==> config.mk <==
export PLATFORM = sky130hd
export DESIGN_NAME = scene_cache
export DESIGN_NICKNAME = d
export VERILOG_FILES = /design/src/rtl/scene_cache_pkg.sv /design/src/rtl/scene_cache_mem.sv /design/src/rtl/scene_cache.sv
export SDC_FILE = /design/constraint.sdc
export NUM_CORES = 1
export LEC_CHECK = 0
export CORE_MARGIN = 2
export CORE_UTILIZATION = 45
export DETAILED_ROUTE_END_ITERATION = 10
export GPL_ROUTABILITY_DRIVEN = 0
export PLACE_DENSITY_LB_ADDON = 0.05
export RECOVER_POWER = 50
export SLEW_MARGIN = 0
export SYNTH_ARGS = -nofsm -noshare
export SYNTH_HDL_FRONTEND = slang
export SYNTH_SLANG_ARGS = --single-unit
==> constraint.sdc <==
create_clock -name clk -period 9.4 [get_ports clk]
set_clock_uncertainty 0.15 [all_clocks]
set_input_delay 0.94 -clock clk [delete_from_list [all_inputs] [get_ports clk]]
set_output_delay 0.94 -clock clk [all_outputs]
set_load 0.01 [all_outputs]
==> src/rtl/scene_cache_pkg.sv <==
// Shared types and widths for the scene cache: sphere record, FSM states.
package scene_cache_pkg;

    localparam int unsigned COORD_W = 12;
    localparam int unsigned COLOR_W = 8;
    localparam int unsigned IDX_W   = 8;
    localparam int unsigned CNT_W   = 8;

    typedef struct packed {
        logic signed [COORD_W-1:0] cx;
        logic signed [COORD_W-1:0] cy;
        logic signed [COORD_W-1:0] cz;
        logic signed [COORD_W-1:0] radius;
        logic        [COLOR_W-1:0] color_r;
        logic        [COLOR_W-1:0] color_g;
        logic        [COLOR_W-1:0] color_b;
        logic signed [COORD_W-1:0] reflectivity;
    } sphere_t;

    typedef enum logic [1:0] {
        ST_IDLE = 2'd0,
        ST_REQ  = 2'd1,
        ST_RECV = 2'd2,
        ST_FIN  = 2'd3
    } state_e;

endpackage

==> src/rtl/scene_cache_mem.sv <==
// Sphere entry array: one write port, one registered read port (read-before-write).
module scene_cache_mem
    import scene_cache_pkg::*;
#(
    parameter int unsigned DEPTH = 8
) (
    input  logic                     clk,
    input  logic                     rst_n,
    input  logic                     we_i,
    input  logic [$clog2(DEPTH)-1:0] wr_addr_i,
    input  sphere_t                  wr_data_i,
    input  logic [$clog2(DEPTH)-1:0] rd_addr_i,
    output sphere_t                  rd_data_o
);

    sphere_t mem_q [DEPTH];
    sphere_t rd_data_q;

    // Entry storage: deliberately not reset, stale data is masked by rd_valid.
    always_ff @(posedge clk) begin
        if (we_i) begin
            mem_q[wr_addr_i] <= wr_data_i;
        end
    end

    // Read register: samples the old contents on a same-entry write.
    always_ff @(posedge clk or negedge rst_n) begin
        if (!rst_n) begin
            rd_data_q <= '0;
        end else begin
            rd_data_q <= mem_q[rd_addr_i];
        end
    end

    assign rd_data_o = rd_data_q;

endmodule

==> src/rtl/scene_cache.sv <==
// Scene cache: requests a sphere stream, stores it, and serves indexed reads.
module scene_cache
    import scene_cache_pkg::*;
#(
    parameter int unsigned DEPTH   = 8,
    parameter int unsigned TIMEOUT = 255
) (
    input  logic                      clk,
    input  logic                      rst_n,
    input  logic                      load_req,
    output logic                      start,
    input  logic                      valid,
    output logic                      ready,
    input  logic [7:0]                idx,
    input  logic                      last,
    input  logic                      done,
    input  logic signed [11:0]        cx,
    input  logic signed [11:0]        cy,
    input  logic signed [11:0]        cz,
    input  logic signed [11:0]        radius,
    input  logic [7:0]                colorR,
    input  logic [7:0]                colorG,
    input  logic [7:0]                colorB,
    input  logic signed [11:0]        reflectivity,
    output logic                      loaded,
    output logic                      busy,
    output logic [7:0]                count,
    output logic                      err_seq,
    output logic                      err_ovf,
    output logic                      err_tmo,
    input  logic [$clog2(DEPTH)-1:0]  rd_addr,
    output logic                      rd_valid,
    output logic signed [11:0]        rd_cx,
    output logic signed [11:0]        rd_cy,
    output logic signed [11:0]        rd_cz,
    output logic signed [11:0]        rd_radius,
    output logic [7:0]                rd_colorR,
    output logic [7:0]                rd_colorG,
    output logic [7:0]                rd_colorB,
    output logic signed [11:0]        rd_reflectivity
);

    localparam int unsigned AW = $clog2(DEPTH);
    localparam int unsigned TW = $clog2(TIMEOUT + 1);

    state_e             state_q, state_d;
    logic               start_q, start_d;
    logic               ready_q, ready_d;
    logic               busy_q, busy_d;
    logic               loaded_q, loaded_d;
    logic [CNT_W-1:0]   count_q, count_d;
    logic               err_seq_q, err_seq_d;
    logic               err_ovf_q, err_ovf_d;
    logic               err_tmo_q, err_tmo_d;
    logic [TW-1:0]      tmo_q, tmo_d;
    logic               rd_valid_q, rd_valid_d;
    logic               we_c;
    sphere_t            wr_rec_c;
    sphere_t            rd_rec;

    // State and registered outputs.
    always_ff @(posedge clk or negedge rst_n) begin
        if (!rst_n) begin
            state_q    <= ST_IDLE;
            start_q    <= 1'b0;
            ready_q    <= 1'b0;
            busy_q     <= 1'b0;
            loaded_q   <= 1'b0;
            count_q    <= '0;
            err_seq_q  <= 1'b0;
            err_ovf_q  <= 1'b0;
            err_tmo_q  <= 1'b0;
            tmo_q      <= '0;
            rd_valid_q <= 1'b0;
        end else begin
            state_q    <= state_d;
            start_q    <= start_d;
            ready_q    <= ready_d;
            busy_q     <= busy_d;
            loaded_q   <= loaded_d;
            count_q    <= count_d;
            err_seq_q  <= err_seq_d;
            err_ovf_q  <= err_ovf_d;
            err_tmo_q  <= err_tmo_d;
            tmo_q      <= tmo_d;
            rd_valid_q <= rd_valid_d;
        end
    end

    // Next-state, bookkeeping and write-enable decode.
    always_comb begin
        state_d    = state_q;
        loaded_d   = loaded_q;
        count_d    = count_q;
        err_seq_d  = err_seq_q;
        err_ovf_d  = err_ovf_q;
        err_tmo_d  = err_tmo_q;
        tmo_d      = tmo_q;
        we_c       = 1'b0;
        start_d    = 1'b0;
        ready_d    = 1'b0;
        busy_d     = 1'b0;
        rd_valid_d = loaded_q && (CNT_W'(rd_addr) < count_q);

        unique case (state_q)
            ST_IDLE: begin
                if (load_req) begin
                    state_d   = ST_REQ;
                    loaded_d  = 1'b0;
                    count_d   = '0;
                    err_seq_d = 1'b0;
                    err_ovf_d = 1'b0;
                    err_tmo_d = 1'b0;
                    tmo_d     = '0;
                end
            end
            ST_REQ: begin
                state_d = ST_RECV;
            end
            ST_RECV: begin
                if (valid) begin
                    tmo_d = '0;
                    if (count_q < CNT_W'(DEPTH)) begin
                        we_c = 1'b1;
                    end else begin
                        err_ovf_d = 1'b1;
                    end
                    if (idx != count_q) begin
                        err_seq_d = 1'b1;
                    end
                    if (count_q != {CNT_W{1'b1}}) begin
                        count_d = count_q + CNT_W'(1);
                    end
                end else begin
                    tmo_d = tmo_q + TW'(1);
                end
                if (last || done) begin
                    state_d = ST_FIN;
                end else if (!valid && (tmo_q + TW'(1) == TW'(TIMEOUT))) begin
                    err_tmo_d = 1'b1;
                    loaded_d  = 1'b0;
                    state_d   = ST_IDLE;
                end
            end
            ST_FIN: begin
                if (!err_tmo_q) begin
                    loaded_d = 1'b1;
                end
                state_d = ST_IDLE;
            end
            default: state_d = ST_IDLE;
        endcase

        start_d = (state_d == ST_REQ);
        ready_d = (state_d == ST_RECV);
        busy_d  = start_d || ready_d;
    end

    // Pack the incoming record for the array.
    always_comb begin
        wr_rec_c              = '0;
        wr_rec_c.cx           = cx;
        wr_rec_c.cy           = cy;
        wr_rec_c.cz           = cz;
        wr_rec_c.radius       = radius;
        wr_rec_c.color_r      = colorR;
        wr_rec_c.color_g      = colorG;
        wr_rec_c.color_b      = colorB;
        wr_rec_c.reflectivity = reflectivity;
    end

    scene_cache_mem #(
        .DEPTH (DEPTH)
    ) u_mem (
        .clk       (clk),
        .rst_n     (rst_n),
        .we_i      (we_c),
        .wr_addr_i (idx[AW-1:0]),
        .wr_data_i (wr_rec_c),
        .rd_addr_i (rd_addr),
        .rd_data_o (rd_rec)
    );

    assign start           = start_q;
    assign ready           = ready_q;
    assign busy            = busy_q;
    assign loaded          = loaded_q;
    assign count           = count_q;
    assign err_seq         = err_seq_q;
    assign err_ovf         = err_ovf_q;
    assign err_tmo         = err_tmo_q;
    assign rd_valid        = rd_valid_q;
    assign rd_cx           = rd_rec.cx;
    assign rd_cy           = rd_rec.cy;
    assign rd_cz           = rd_rec.cz;
    assign rd_radius       = rd_rec.radius;
    assign rd_colorR       = rd_rec.color_r;
    assign rd_colorG       = rd_rec.color_g;
    assign rd_colorB       = rd_rec.color_b;
    assign rd_reflectivity = rd_rec.reflectivity;

endmodule

# Word-level counts from Yosys, hierarchy flattened
# Memories as Yosys holds them, arrays and structs flattened. A register that Yosys moved wholly into a read port is not among the register bits.
# Cells that the tools add are included.
# classes
addsub	2
mul	0
div_mod_pow	0
order_cmp	2
eq_ne	16
n_shift	0
muxes	29
n_bitwise	0
reduce_logical	15
# ops
op	count
$mux 8	4
$pmux 8 s2	2
$add 8x1->8 const B	2
$ne 2x2->1 const B	8
$reduce_and 4->1	4
$mux 1	15
$eq 8x8->1 const B	1
$lt 3x8->1	1
$lt 8x4->1 const B	1
$ne 8x8->1	1
$ne 8x8->1 const B	1
$pmux 2 s4	1
$eq 2x2->1 const B	3
$mux 2	3
$pmux 1 s2	3
$reduce_and 5->1	1
$eq 2x1->1 const B	2
$pmux 1 s3	1
$reduce_bool 3->1	1
$logic_and 1x1->1	2
$logic_not 1->1	2
$logic_not 2->1	1
$logic_or 1x1->1	2
$reduce_and 2->1	1
$reduce_bool 2->1	1
# word_totals
ff_bits	26
latch_bits	0
mem_bits_rw	672
rom_bits	0
inputBits	101
output_inout_bits	100
word_cells	76
n_memories	1
# mem_list
name	words	width	read_ports	rd_ports_with_merged_regs	wr	line	source
u_mem.mem_q	8	84	1	1	1	scene_cache_mem.sv:16	sphere_t mem_q [DEPTH];

# Depth between registers and ports, before layout
# Gate-level depths: netlist of run 1.
# logic_depth
ltp_word	8
depth_mapped	7
depth_no_buf	7

# Hierarchy
# From an unflattened synthesis of run 1, not the netlist that was laid out.
# unflattened
hier_cells	1240
hier_area_um2	28931.5
# modules_own_cells
module	instances	cells_each	area_each_um2	seq_area_each_um2
scene_cache_mem	1	1068	27365.0	22281.4
scene_cache	1	172	1566.5	650.6

# Worst setup path before layout of run 1
# OpenSTA, ideal clock, no wires.
# synth_timing
kind	input port to flip-flop
startpoint	input port valid
endpoint	memory u_mem.mem_q[0][0] (netlist name), enable pin
setup_time_ns	0.631
arrival_time_ns	7.119
required_time_ns	8.619
path_slack_ns	1.501
stages	3
path_buffers	0
path_cell_list	nand3b_1 > or3_1 > nor3_1
# synth_via
elab_chain_cells	4
# synth_lines
item	line	source
from (decl)	scene_cache.sv:12	input logic valid,
$mux 1	scene_cache.sv:121	if (valid) begin
$mux 1	scene_cache.sv:105	unique case (state_q)
$mux 1	scene_cache_mem.sv:21	if (we_i) begin
$mux 1 (not written as such)	scene_cache_mem.sv:22	mem_q[wr_addr_i] <= wr_data_i;
to (decl)	scene_cache_mem.sv:16	
# No other way between the ends.

# Final worst setup path of run 1
# layout_timing
startpoint	input port rd_addr[2]
endpoint	register u_mem.rd_data_o[2] (netlist name)
# layout_lines
item	line	source
from (decl)	scene_cache.sv:31	input logic [$clog2(DEPTH)-1:0] rd_addr,
# No word-level cell between the ends.

==> run summary, run 1 <==
- run status: complete, but fails checks
- violations in the final reports: max-capacitance violations, max-slew violations
- Warnings, synthesis: 0
- number of buffers inserted by hold repair at cts: 0
- number of CTS-inserted buffers: 83
- critical-path cell with the highest stage delay: sky130_fd_sc_hd__clkbuf_1
- die area: 66,300 sq um
- Detail Route Antenna Nets: 0
- post-synthesis adder-cell area fraction: 0.002596
- worst setup slack after placement: 4.612 ns
- CTS tree: done
- top-level port count: 201
- total global routing track utilization: 0.1830
- largest fanout on the critical path: 53
- hold_ws: 0.3382 ns
- worst slew pin tran: 4.115 ns
- switching power summed over all nets: 1.699 mW
- Slew headroom: -1.743
- first-pass detailed-route iteration total: 4
- worst endpoint required time: 9.78 ns
- depth of the worst hold-timing path: 1
- diodes inserted: 0
- crit path setup slack, layout: 3.321 ns
- number of placed cells counting well taps: 2,261
- Die Wd: 257.5 um
- fraction of power consumed by the clock network: 0.419
- leakage power figure: 11.43 nW
- internal power summed over all cells: 6.197 mW
- share of cells above drive strength 1: 0.2618
- post-CTS clock slew at the launch and capture registers of the worst setup and hold paths: 0.06 ns
- element type at the critical path end: register
- share of cell area taken by muxes after synthesis: 0.1639
- area added between synthesis and finish: 20.16%
- worst voltage drop across the vdd grid: 0.1438 mV
- Die Ht: 257.5 um
- reg-to-reg critical path endpoint: u_mem.mem_q[2][6]
- synth unique cells: 54
- via count of the first global-routing pass: 14.02k
- number of standard-cell rows in the floorplan: 92
- total overflow reported by the global router: 0
- setup-violating endpoint count in the final report: 0
- cell count after synthesis: 1,246
- cell occurring most often along the worst timing path: sky130_fd_sc_hd__clkbuf_1
- depth of the CTS H-tree: 3
- Post-Synthesis Net Count: 1,353
- pin count of the biggest net entering global routing: 105
- ratio of final minimum period to clock period: 0.6467
- crit path launch: rd_addr[2]
- total wire length: 59,090 um
- kind of path behind the tightest hold check: reg2reg
- peak per-stage delay on the critical path: 3.02 ns
- end of the critical path: u_mem.rd_data_o[2]
- number of standard cells in the layout, taps in and fillers out: 2,416
- Worst R2R Path Depth: 6
- per-instance average area after synthesis: 23.21 sq um
- Comb power frac: 0.075
- detailed placement HPWL: 32,090 um
- total count of hold-check failures in the final report: 0
- setup tns final: 0 ns
- Gates resized, CTS repair: 0
- Primary FF master, synth: sky130_fd_sc_hd__edfxtp_1
- buffer depth of the longest clock path: 3
- initial standard-cell utilization of the core: 0.4567
- number of DRC markers in iteration 0: 897
- Worst Setup Path Type: in2reg
- CP cell instances: clkbuf_1 > clkbuf_1 > mux2_2
- areal power density over the cells: 227.2 nW/um^2
- Net count, final: 1,607
- start point of the worst min-delay path: err_seq
- Vias per Instance: 5.416
- xor/xnor share of the synthesized area: 0.002726
- port bufs: 200
- share of the yosys chip area belonging to registers: 0.7930
- number of violations of the max-capacitance limit: 3
- count of buffers added by post-CTS timing repair for setup: 0
- clock period minus final worst setup slack: 6.079 ns
- data arrival time at the worst-slack endpoint: 6.46 ns
- final design utilization: 0.5488
- routed vias: 13.09k
- switching portion of total power: 0.2151
- core footprint: 63,310 sq um
- routed wirelength normalized by instance count: 24.46 um
- fraction of the mapped netlist area in simple logic gates: 0.01605
- max-slew violations: 141
- main combinational cell family by area after synthesis: multiplexers
- wire length of the first global-routing pass: 90,170 um
- source-to-sink clock delay at the later pin of the worst-skew pair: 0.62 ns
- area of the mapped netlist: 28,920 sq um
- maximum clock frequency: 0.1645 GHz
- FF-to-FF Start: count[3]
- relative contribution of sequential cells to total power: 0.505
- startpoint types: primary input
- number of synthesized register bits: 782
- count of flip-flops with a built-in enable after synthesis: 672
- Root Buffer Master: sky130_fd_sc_hd__clkbuf_16
- number of sinks on the clock net: 782
- FFs w/ async S/R, synth: 0.1407
- setup repair after global routing missed its margin: false
- reg2reg setup slack: 5.55 ns
- initial antenna violation count: 9
- drc violations: 0
- compound-gate portion of the synthesized area: 0.01212
[cell type report]
| class | count | area [sq um] |
|---|---|---|
| fillers | 4768 | 28560 |
| repair buffers | 222 | 2170 |
| clock inverters | 39 | 461.7 |
| multi-input cells | 404 | 5756 |
| flip-flops and latches | 782 | 22930 |
| clock buffers | 116 | 2344 |
| inverters | 7 | 26.28 |
| well taps | 846 | 1059 |
[power groups by stage]
| stage | Sequential (mW) | Combinational [mW] | Clock, mW |
|---|---|---|---|
| 2_1_floorplan | 4.07 | 0.308 | 0 |
| 3_3_place_gp | 4.06 | 0.619 | 0 |
| 3_5_place_dp | 4.07 | 0.620 | 0 |
| 4_1_cts | 3.99 | 0.624 | 3.40 |
| 5_1_grt | 4.00 | 0.653 | 3.55 |
| 6_report | 3.99 | 0.595 | 3.31 |
[critical path: cells and delay by family]
kind                   cells  cell delay, ns
buffers and inverters      2            4.78
multiplexers               1            0.67
[cells in the mapped netlist, types with 4 or more instances]
| master | number | area [sq um] |
|---|---|---|
| sky130_fd_sc_hd__a21oi_1 | 16 | 80.08 |
| sky130_fd_sc_hd__buf_1 | 9 | 33.78 |
| sky130_fd_sc_hd__buf_2 | 22 | 110.1 |
| sky130_fd_sc_hd__clkbuf_1 | 19 | 71.32 |
| sky130_fd_sc_hd__dfrtp_1 | 110 | 2753 |
| sky130_fd_sc_hd__edfxtp_1 | 672 | 20180 |
| sky130_fd_sc_hd__ha_1 | 6 | 75.07 |
| sky130_fd_sc_hd__inv_1 | 7 | 26.28 |
| sky130_fd_sc_hd__mux2_2 | 85 | 957.2 |
| sky130_fd_sc_hd__mux4_2 | 168 | 3784 |
| sky130_fd_sc_hd__nand2_1 | 17 | 63.81 |
| sky130_fd_sc_hd__nand2b_1 | 4 | 25.02 |
| sky130_fd_sc_hd__nand3_1 | 5 | 25.02 |
| sky130_fd_sc_hd__nor2_1 | 12 | 45.04 |
| sky130_fd_sc_hd__nor2b_1 | 7 | 43.79 |
| sky130_fd_sc_hd__nor3_1 | 4 | 20.02 |
| sky130_fd_sc_hd__o21ai_0 | 16 | 80.08 |
| sky130_fd_sc_hd__o31ai_1 | 4 | 30.03 |
| sky130_fd_sc_hd__or3_1 | 7 | 43.79 |
| sky130_fd_sc_hd__xor2_1 | 8 | 70.07 |
[how the worst min path moves through the flow]
stage                     slack (ns)                   to
after floorplan                 0.34             tmo_q[7]
after global placement          0.34              err_seq
after detailed placement        0.33              err_seq
after CTS                       0.25  u_mem.rd_data_o[79]
after global routing            0.37              err_seq
final                           0.34              err_seq
[cell usage in the layout (no fill, tap or decap), types with 5 or more instances in the layout]
| cell type | instances |
|---|---|
| sky130_fd_sc_hd__inv_1 | 7 |
| sky130_fd_sc_hd__nor2b_1 | 7 |
| sky130_fd_sc_hd__clkdlybuf4s50_1 | 89 |
| sky130_fd_sc_hd__clkbuf_1 | 24 |
| sky130_fd_sc_hd__mux4_2 | 168 |
| sky130_fd_sc_hd__bufinv_16 | 9 |
| sky130_fd_sc_hd__nor2_4 | 6 |
| sky130_fd_sc_hd__ha_1 | 6 |
| sky130_fd_sc_hd__clkbuf_16 | 85 |
| sky130_fd_sc_hd__edfxtp_1 | 672 |
| sky130_fd_sc_hd__clkinv_2 | 10 |
| sky130_fd_sc_hd__nand3_1 | 5 |
| sky130_fd_sc_hd__o21ai_0 | 16 |
| sky130_fd_sc_hd__xor2_1 | 8 |
| sky130_fd_sc_hd__clkbuf_8 | 10 |
| sky130_fd_sc_hd__nor2_1 | 6 |
| sky130_fd_sc_hd__nand2_1 | 17 |
| sky130_fd_sc_hd__or3_1 | 7 |
| sky130_fd_sc_hd__buf_4 | 20 |
| sky130_fd_sc_hd__dlygate4sd3_1 | 107 |
| sky130_fd_sc_hd__dfrtp_1 | 110 |
| sky130_fd_sc_hd__clkinv_1 | 9 |
| sky130_fd_sc_hd__a21oi_1 | 16 |
| sky130_fd_sc_hd__mux2_2 | 84 |
[sequential cells by signal, indices dropped and copies added, names as in the netlist]
signal,flops
u_mem.mem_q,672
u_mem.rd_data_o,84
count,8
tmo_q,8
state_q,2
busy,1
err_ovf,1
err_seq,1
err_tmo,1
loaded,1
rd_valid,1
ready,1
start,1
[cell families (layout without fill, tap and decap cells)]
kind of cell	Yosys count	after routing
compound gates	55	55
xor+xnor	9	9
fa+ha+maj	6	6
buf+inv	60	384
flops	782	782
mux	253	253
simple gates	81	81
[stage by stage]
stage,area (sq um),total power [mW]
CTS,34770,8.018
floorplan,28920,4.382
global placement,31960,4.679
finish,34750,7.896
detailed placement,31960,4.685
global route,34750,8.208
[metal layers]
metal	vias to the layer above	routed length, um	global-route usage
met1	6992	26240	0.2583
met3	84	2894	0.03694
li1	5696	-	-
met4	6	928	0.05010
met5	-	41	0
met2	307	28990	0.2931
(Power assumes the default switching activity.)
==> run 2, diff against run 1 <==
clock period = 6.3 ns   (was 9.4 ns; I/O delays follow)
==> run 2 against run 1 <==
Compared with the run above: the run still ends with max-capacitance violations, max-slew violations left; final area about the same; register-to-register slack worse by 2.5 ns; combinational power up 49%.
==> run summary, run 2 (synthesized netlist as in run 1, its figures left out) <==
- detailed placement HPWL: 30,790 um
- area added between synthesis and finish: 20.09%
- CP cell instances: clkbuf_1 > buf_4
- top-level port count: 201
- worst slew pin tran: 4.059 ns
- startpoint types: primary input
- hold_ws: 0.3462 ns
- setup tns final: 0 ns
- pin count of the biggest net entering global routing: 88
- run status: complete, but fails checks
- via count of the first global-routing pass: 14.05k
- source-to-sink clock delay at the later pin of the worst-skew pair: 0.61 ns
- number of buffers and inverters on the critical path: 2
- number of violations of the max-capacitance limit: 2
- areal power density over the cells: 335.3 nW/um^2
- clock period minus final worst setup slack: 3.986 ns
- total overflow reported by the global router: 0
- register bank with the most flops: u_mem.mem_q
- total global routing track utilization: 0.1812
- initial antenna violation count: 12
- ratio of final minimum period to clock period: 0.6327
- Gates resized, CTS repair: 0
- leading cell types in the layout, fill and taps excluded: 672 x sky130_fd_sc_hd__edfxtp_1, 168 x sky130_fd_sc_hd__mux4_2, 110 x sky130_fd_sc_hd__dfrtp_1
- maximum clock frequency: 0.2509 GHz
- die area: 66,300 sq um
- number of CTS-inserted buffers: 82
- setup-violating endpoint count in the final report: 0
- critical-path cell with the highest stage delay: sky130_fd_sc_hd__clkbuf_1
- core footprint: 63,310 sq um
- initial standard-cell utilization of the core: 0.4567
- peak per-stage delay on the critical path: 2.79 ns
- Die Wd: 257.5 um
- worst setup slack after placement: 2.448 ns
- total count of hold-check failures in the final report: 0
- number of sinks on the clock net: 782
- depth of the CTS H-tree: 3
- port bufs: 200
- most common library cell in the layout ignoring fill and taps: sky130_fd_sc_hd__edfxtp_1
- Detail Route Antenna Nets: 0
- Vias per Instance: 5.463
- kind of path behind the tightest hold check: reg2reg
- final design utilization: 0.5485
- number of standard-cell rows in the floorplan: 92
- number of DRC markers in iteration 0: 849
- crit path setup slack, layout: 2.314 ns
- total wire length: 58,970 um
- drc violations: 0
- largest fanout on the critical path: 58
- number of standard cells in the layout, taps in and fillers out: 2,410
- worst voltage drop across the vdd grid: 0.1960 mV
- number of buffers inserted by hold repair at cts: 0
- share of cells above drive strength 1: 0.2540
- violations in the final reports: max-capacitance violations, max-slew violations
- CP top delay family: buffers and inverters
- post-CTS clock slew at the launch and capture registers of the worst setup and hold paths: 0.06 ns
- max-slew violations: 119
- Worst Setup Path Type: in2async
- routed vias: 13.17k
- number of flip-flops in the largest register: 672
- leakage power figure: 11.39 nW
- first-pass detailed-route iteration total: 6
- buffer depth of the longest clock path: 3
- routed wirelength normalized by instance count: 24.47 um
- Die Ht: 257.5 um
- worst endpoint required time: 6.78 ns
- setup repair after global routing missed its margin: false
- Net count, final: 1,600
- data arrival time at the worst-slack endpoint: 4.47 ns
- Slew headroom: -1.706
- element type at the critical path end: async pin
- number of placed cells counting well taps: 2,255
- wire length of the first global-routing pass: 89,530 um
- Root Buffer Master: sky130_fd_sc_hd__clkbuf_16
- CTS tree: done
- count of buffers added by post-CTS timing repair for setup: 0
## run 2: final timing paths
check	end	slack [ns]	cells past startpoint	from
max in group clk	u_mem.rd_data_o[24]	2.39	4	rd_addr[0]
worst min-delay path	err_seq	0.35	1	err_seq
worst min register to register	err_seq	0.35	1	err_seq
worst max-delay path	u_mem.rd_data_o[28]	2.31	2	rst_n
min in group asynchronous	u_mem.rd_data_o[74]	1.27	1	rst_n
worst max register to register	u_mem.mem_q[2][55]	3.02	5	count[3]
## run 2: where the power goes
| group | total, mW | switching [mW] | internal, mW |
|---|---|---|---|
| registers | 5.96 | 0.111 | 5.85 |
| logic | 0.888 | 0.464 | 0.424 |
| clock network | 4.79 | 1.91 | 2.89 |
| total | 11.6 | 2.48 | 9.16 |
## run 2: final cells by class
type | count | area, sq um
Sequential cell | 782 | 22930
Antenna cell | 5 | 12.51
Tap cell | 846 | 1059
Clock buffer | 115 | 2351
Inverter | 7 | 26.28
Clock inverter | 35 | 352.8
Multi-Input combinational cell | 404 | 5771
Timing Repair Buffer | 216 | 2222
Fill cell | 4778 | 28580
## run 2: layer usage
metal / vias up / global-route usage / wire [um]
met4: 6 / 0.04672 / 1231
met2: 295 / 0.2927 / 28960
met3: 100 / 0.03457 / 2629
met5: - / 0 / 39
met1: 7074 / 0.2557 / 26110
li1: 5690 / - / -
## run 2: per-stage QoR
stage / power, mW / cell area, sq um
2_1_floorplan: 6.535 / 28930
3_3_place_gp: 6.978 / 32030
3_5_place_dp: 6.995 / 32030
4_1_cts: 11.81 / 34730
5_1_grt: 12.08 / 34710
6_report: 11.64 / 34730
